$ cat config.mk
export PLATFORM = sky130hd
export DESIGN_NAME = tlul_reg_bridge
export DESIGN_NICKNAME = d
export VERILOG_FILES = /design/src/rtl/tlul_pkg.sv /design/src/rtl/tlul_err_check.sv /design/src/rtl/tlul_reg_bridge.sv
export SDC_FILE = /design/constraint.sdc
export NUM_CORES = 1
export LEC_CHECK = 0
export ABC_AREA = 1
export BUFFER_PORTS_ARGS = -buffer_cell sky130_fd_sc_hd__buf_2
export CELL_PAD_IN_SITES_DETAIL_PLACEMENT = 1
export CELL_PAD_IN_SITES_GLOBAL_PLACEMENT = 1
export CORE_ASPECT_RATIO = 1.75
export CORE_MARGIN = 4
export CORE_UTILIZATION = 25
export DETAILED_ROUTE_END_ITERATION = 8
export PLACE_DENSITY_LB_ADDON = 0.1
export SKIP_CTS_REPAIR_TIMING = 1
export SLEW_MARGIN = 20
export SYNTH_ARGS = -nofsm -noshare
export SYNTH_HDL_FRONTEND = slang
export SYNTH_SLANG_ARGS = --single-unit
$ cat constraint.sdc
create_clock -name clk_i -period 1.48 [get_ports clk_i]
set_clock_uncertainty 0.1 [all_clocks]
set_input_delay 0.148 -clock clk_i [delete_from_list [all_inputs] [get_ports clk_i]]
set_output_delay 0.148 -clock clk_i [all_outputs]
set_load 0.005 [all_outputs]
$ cat src/rtl/tlul_pkg.sv
// Shared TL-UL field widths, opcode encodings and bridge FSM state type.
package tlul_pkg;

    localparam int TL_AW   = 32;
    localparam int TL_DW   = 32;
    localparam int TL_MW   = 4;
    localparam int TL_SZW  = 2;
    localparam int TL_OPW  = 3;

    localparam logic [TL_OPW-1:0] PUT_FULL    = 3'd0;
    localparam logic [TL_OPW-1:0] PUT_PARTIAL = 3'd1;
    localparam logic [TL_OPW-1:0] GET         = 3'd4;
    localparam logic [TL_OPW-1:0] ACK         = 3'd0;
    localparam logic [TL_OPW-1:0] ACK_DATA    = 3'd1;

    localparam logic [TL_SZW-1:0] SIZE_WORD   = 2'd2;

    typedef enum logic [0:0] {
        IDLE = 1'b0,
        RESP = 1'b1
    } state_e;

endpackage

$ cat src/rtl/tlul_err_check.sv
// Combinational legality check of a TL-UL A-channel request against this
// device: opcode, size, alignment, address window and write mask.
module tlul_err_check
    import tlul_pkg::*;
#(
    parameter int          ADDR_W    = 8,
    parameter logic [31:0] BASE_ADDR = 32'h0
) (
    input  logic [TL_OPW-1:0]   opcode_i,
    input  logic [TL_SZW-1:0]   size_i,
    input  logic [31-ADDR_W:0]  addr_hi_i,
    input  logic [1:0]          addr_lo_i,
    input  logic [TL_MW-1:0]    mask_i,
    output logic                err_o,
    output logic                is_read_o
);

    logic op_bad_s;
    logic mask_bad_s;
    logic size_bad_s;
    logic align_bad_s;
    logic window_bad_s;

    // Decode opcode and the opcode-dependent mask rule.
    always_comb begin
        op_bad_s   = 1'b0;
        mask_bad_s = 1'b0;
        is_read_o  = 1'b0;
        case (opcode_i)
            PUT_FULL:    mask_bad_s = (mask_i != 4'hF);
            PUT_PARTIAL: mask_bad_s = (mask_i == 4'h0);
            GET:         is_read_o  = 1'b1;
            default:     op_bad_s   = 1'b1;
        endcase
    end

    assign size_bad_s   = (size_i != SIZE_WORD);
    assign align_bad_s  = (addr_lo_i != 2'b00);
    assign window_bad_s = (addr_hi_i != BASE_ADDR[31:ADDR_W]);

    assign err_o = op_bad_s | mask_bad_s | size_bad_s | align_bad_s | window_bad_s;

endmodule

$ cat src/rtl/tlul_reg_bridge.sv
// TL-UL device adapter: one A request becomes a single-cycle register strobe,
// answered from a registered D holding stage one cycle later.
module tlul_reg_bridge
    import tlul_pkg::*;
#(
    parameter int          ADDR_W    = 8,
    parameter int          SRC_W     = 8,
    parameter logic [31:0] BASE_ADDR = 32'h0,
    parameter bit          FLOW_THRU = 1'b1
) (
    input  logic                clk_i,
    input  logic                rst_ni,
    input  logic                tl_a_valid_i,
    input  logic [TL_OPW-1:0]   tl_a_opcode_i,
    input  logic [TL_SZW-1:0]   tl_a_size_i,
    input  logic [SRC_W-1:0]    tl_a_source_i,
    input  logic [TL_AW-1:0]    tl_a_address_i,
    input  logic [TL_MW-1:0]    tl_a_mask_i,
    input  logic [TL_DW-1:0]    tl_a_data_i,
    output logic                tl_a_ready_o,
    output logic                tl_d_valid_o,
    output logic [TL_OPW-1:0]   tl_d_opcode_o,
    output logic [TL_SZW-1:0]   tl_d_size_o,
    output logic [SRC_W-1:0]    tl_d_source_o,
    output logic [TL_DW-1:0]    tl_d_data_o,
    output logic                tl_d_error_o,
    input  logic                tl_d_ready_i,
    output logic                re_o,
    output logic                we_o,
    output logic [ADDR_W-1:0]   addr_o,
    output logic [TL_DW-1:0]    wdata_o,
    output logic [TL_MW-1:0]    be_o,
    input  logic [TL_DW-1:0]    rdata_i
);

    state_e              state_q, state_d;
    logic                d_valid_q, d_valid_d;
    logic [TL_OPW-1:0]   d_opcode_q, d_opcode_d;
    logic [TL_SZW-1:0]   d_size_q, d_size_d;
    logic [SRC_W-1:0]    d_source_q, d_source_d;
    logic [TL_DW-1:0]    d_data_q, d_data_d;
    logic                d_error_q, d_error_d;

    logic                err_s;
    logic                is_read_s;
    logic                a_ready_s;
    logic                a_hs_s;
    logic                re_s;
    logic                we_s;

    tlul_err_check #(
        .ADDR_W    (ADDR_W),
        .BASE_ADDR (BASE_ADDR)
    ) u_err_check (
        .opcode_i  (tl_a_opcode_i),
        .size_i    (tl_a_size_i),
        .addr_hi_i (tl_a_address_i[31:ADDR_W]),
        .addr_lo_i (tl_a_address_i[1:0]),
        .mask_i    (tl_a_mask_i),
        .err_o     (err_s),
        .is_read_o (is_read_s)
    );

    // Next-state, D holding register load and register strobe generation.
    always_comb begin
        state_d    = state_q;
        d_valid_d  = d_valid_q;
        d_opcode_d = d_opcode_q;
        d_size_d   = d_size_q;
        d_source_d = d_source_q;
        d_data_d   = d_data_q;
        d_error_d  = d_error_q;
        a_ready_s  = 1'b0;
        re_s       = 1'b0;
        we_s       = 1'b0;

        case (state_q)
            IDLE:    a_ready_s = 1'b1;
            RESP:    a_ready_s = tl_d_ready_i & FLOW_THRU;
            default: a_ready_s = 1'b0;
        endcase

        a_hs_s = tl_a_valid_i & a_ready_s;

        if (a_hs_s) begin
            // A new handshake always wins: it either starts or replaces the response.
            state_d    = RESP;
            d_valid_d  = 1'b1;
            d_opcode_d = is_read_s ? ACK_DATA : ACK;
            d_size_d   = tl_a_size_i;
            d_source_d = tl_a_source_i;
            d_error_d  = err_s;
            d_data_d   = (is_read_s && !err_s) ? rdata_i : 32'h0;
            if (err_s) begin
                re_s = 1'b0;
                we_s = 1'b0;
            end else if (is_read_s) begin
                re_s = 1'b1;
            end else begin
                we_s = 1'b1;
            end
        end else if ((state_q == RESP) && tl_d_ready_i) begin
            state_d   = IDLE;
            d_valid_d = 1'b0;
        end else begin
            state_d = state_q;
        end
    end

    // State and D holding registers; reset drops any response in flight.
    always_ff @(posedge clk_i or negedge rst_ni) begin
        if (!rst_ni) begin
            state_q    <= IDLE;
            d_valid_q  <= 1'b0;
            d_opcode_q <= 3'd0;
            d_size_q   <= 2'd0;
            d_source_q <= {SRC_W{1'b0}};
            d_data_q   <= 32'h0;
            d_error_q  <= 1'b0;
        end else begin
            state_q    <= state_d;
            d_valid_q  <= d_valid_d;
            d_opcode_q <= d_opcode_d;
            d_size_q   <= d_size_d;
            d_source_q <= d_source_d;
            d_data_q   <= d_data_d;
            d_error_q  <= d_error_d;
        end
    end

    assign tl_a_ready_o  = a_ready_s;
    assign tl_d_valid_o  = d_valid_q;
    assign tl_d_opcode_o = d_opcode_q;
    assign tl_d_size_o   = d_size_q;
    assign tl_d_source_o = d_source_q;
    assign tl_d_data_o   = d_data_q;
    assign tl_d_error_o  = d_error_q;
    assign re_o          = re_s;
    assign we_o          = we_s;
    assign addr_o        = tl_a_address_i[ADDR_W-1:0];
    assign wdata_o       = tl_a_data_i;
    assign be_o          = tl_a_mask_i;

endmodule

==> run_results.csv <==
group,metric,value,unit
global_routing,grt_antenna_before_repair,0,
setup_path,setup.reg_to_reg.worst_slack,0.08,ns
yosys,combined_area_of_all_synthesized_cells,2510,um2
die,core,9850,um2
yosys,synth-seq-cells,45,
finish,final_layout_size_suffix_gt1_frac,0.401,
routing,via_per_inst,4.36,
yosys,ys_dominant_reg_cell,"sky130_fd_sc_hd__dfrtp_1",
routing,final_antenna_net_count,0,
routing,wire_per_inst,14.7,um
power,ir_worst_vdd,0.381,mV
flow_run,cap_violations,0,
sta,final_setup_viols,2,
sta,timing.final.ws_setup,-0.0377,ns
routing,drt_first_iter_violations,46,
routing,drcViolationCount,0,
cts,clockBufferDepth,2,
setup_path,crit_path_max_fanout,5,
place,place_hpwl,6.20,mm
die,fp.dieArea,11800,um2
power,leakage,1.94,nW
die,die_width,83.7,um
cts,clock_transition_at_the_register_clock_pins_on_the_worst_setup_and_hold_paths_after_cts,0.06,ns
yosys,post-synth-top-count-cell,"sky130_fd_sc_hd__nand2_1",
routing,wirelength,8.01,mm
global_routing,grt_remaining_overflow,0,
run_status,failed_checks,"setup timing",
setup_path,timing.critical_path.to_type,"primary output",
finish,multi_input_area,912,um2
yosys,synthCells,314,
place,port_buffers,132,
routing,detailed_routing_iteration_count_for_the_pre_antenna_repair_pass,4,
setup_path,critical_path_data_required_time,1.23,ns
yosys,post_synth.cell_area_avg,7.99,um2
yosys,ys_warn_count,0,
sta,timing.hold.ws,0.00388,ns
sta,slew_viol_final,0,
yosys,yosysSeqAreaShare,0.449,
worst_hold_path,hold_path.class,"primary input to flip-flop",
power,power-per-cell-area,855,nW/um2
die,core.rowCount,48,
finish,diodes,0,
global_routing,grt_use_total,0.136,
yosys,synth_top_area_cell,"sky130_fd_sc_hd__dfrtp_1",
place,place_congestion,0.743,
cts,insertion_delay,0.28,ns
yosys,synth.top_cell.area_share,0.449,
finish,finish.net_count,538,
run_status,outcome,"finished with violations",
cts,cts.htree.levels,2,
cts,cts_inserted_buffers,5,
yosys,synth_common_cells,"sky130_fd_sc_hd__nand2_1, sky130_fd_sc_hd__buf_4, sky130_fd_sc_hd__dfrtp_1, sky130_fd_sc_hd__nor2_1, sky130_fd_sc_hd__nand4_1",
yosys,number_of_enable_flip_flop_cells_after_synthesis,0,
finish,fillerInstances,1284,
yosys,synth.distinct_cells,20,
yosys,synth-async-reset-ratio,1.00,
setup_path,crit_type,"flip-flop to primary output",
die,die_h,140,um
sta,min_period,1.52,ns
die,boundaryPins,211,
cts,clk_root_buffer_cell,"sky130_fd_sc_hd__clkbuf_16",
finish,flow.area_growth_from_synthesis,32.0,%
setup_path,critical_path_arrival,1.27,ns
sta,final_hold_vios,0,
sta,period_utilization,1.03,
place,preCtsSetupSlack,0.0248,ns
cts,cts_tree,"yes",
global_routing,largest_net_degree_at_the_start_of_global_routing,46,
global_routing,via_count_of_the_first_global_routing_pass,2454,
sta,grt_setup_unrepaired,"yes",
cts,clkSinkCount,45,
die,initial_utilization,0.255,
sta,setup_total_negative_slack,-0.0560,ns
sta,fmax_achieved,659,MHz
global_routing,grt_pass1_wl,12.6,mm
setup_path,crit_path_start_kind,"flip-flop",
finish,final-seq-area,1130,um2
routing,vias,2378,
yosys,synth.area.top_cells,"sky130_fd_sc_hd__dfrtp_1, sky130_fd_sc_hd__nand2_1, sky130_fd_sc_hd__buf_4",
## stage by stage
step,total power [W],instance area [um2],utilization,std cells
final,0.00283,3310,0.336,546
after global routing,0.00300,3310,0.336,546
after CTS,0.00285,3140,0.318,529
after detailed placement,0.00171,2990,0.304,522
after global placement,0.00171,2990,0.304,522
after floorplan,0.00156,2510,-,315
## worst max-delay path: stages, from the launching register on
cell,delay [ns]
sky130_fd_sc_hd__dfrtp_1,0.40
sky130_fd_sc_hd__nand2_2,0.11
sky130_fd_sc_hd__nand2_4,0.08
sky130_fd_sc_hd__nor2_4,0.15
sky130_fd_sc_hd__inv_2,0.06
sky130_fd_sc_hd__nor2_2,0.07
sky130_fd_sc_hd__buf_2,0.12
## cell usage in the layout (no fill, tap or decap), types with 3 or more instances in the layout
master,count
sky130_fd_sc_hd__buf_2,132
sky130_fd_sc_hd__nand2_1,117
sky130_fd_sc_hd__dfrtp_1,45
sky130_fd_sc_hd__nor2_1,36
sky130_fd_sc_hd__nand4_1,32
sky130_fd_sc_hd__buf_4,12
sky130_fd_sc_hd__dlygate4sd3_1,11
sky130_fd_sc_hd__inv_1,6
sky130_fd_sc_hd__clkbuf_16,5
sky130_fd_sc_hd__nand2_2,3
sky130_fd_sc_hd__buf_12,3
## flip-flops by register name, summed over array words and instances (netlist names)
| register | count |
|---|---|
| tl_d_valid_o | 1 |
| tl_d_error_o | 1 |
| tl_d_opcode_o | 1 |
| tl_d_source_o | 8 |
| tl_d_data_o | 32 |
| tl_d_size_o | 2 |
## cell families after synthesis
logic type | after synthesis | share of synthesized area
AO/OA/AOI/OAI | 1 | 0.00199
AND/OR/NAND/NOR | 198 | 0.354
buffers and inverters | 69 | 0.194
flip-flops | 45 | 0.449
other | 1 | 0.00150
## where the power goes
group / internal (W) / leakage, nW / switching [W]
logic: 0.000198 / 1.26 / 0.000223
registers: 0.00127 / 0.604 / 0.0000218
clock network: 0.000664 / 0.0700 / 0.000452
## final cells by class
type,count,share of cell area
Sequential cell,45,0.340
Timing Repair Buffer,160,0.285
Multi-Input combinational cell,201,0.276
Tap cell,125,0.0472
Clock buffer,7,0.0431
Inverter,8,0.00907
## final timing paths
path / start / to / cells past startpoint
max in group asynchronous: rst_ni / tl_d_data_o[28] / 3
min: rdata_i[18] / tl_d_data_o[18] / 3
min in group asynchronous: rst_ni / tl_d_source_o[4] / 3
max reg2reg: tl_d_valid_o / tl_d_error_o / 8
max: tl_d_valid_o / re_o / 6
min reg2reg: tl_d_data_o[25] / tl_d_data_o[25] / 2
## per-layer routing
metal | vias up | global-route usage | routed length, um
met4 | 0 | 0.0619 | 159
met3 | 18 | 0.0388 | 589
met1 | 1106 | 0.138 | 2910
met5 | - | 0 | 0
met2 | 95 | 0.253 | 4360
li1 | 1159 | - | -
Power figures use the tool's default switching activity.
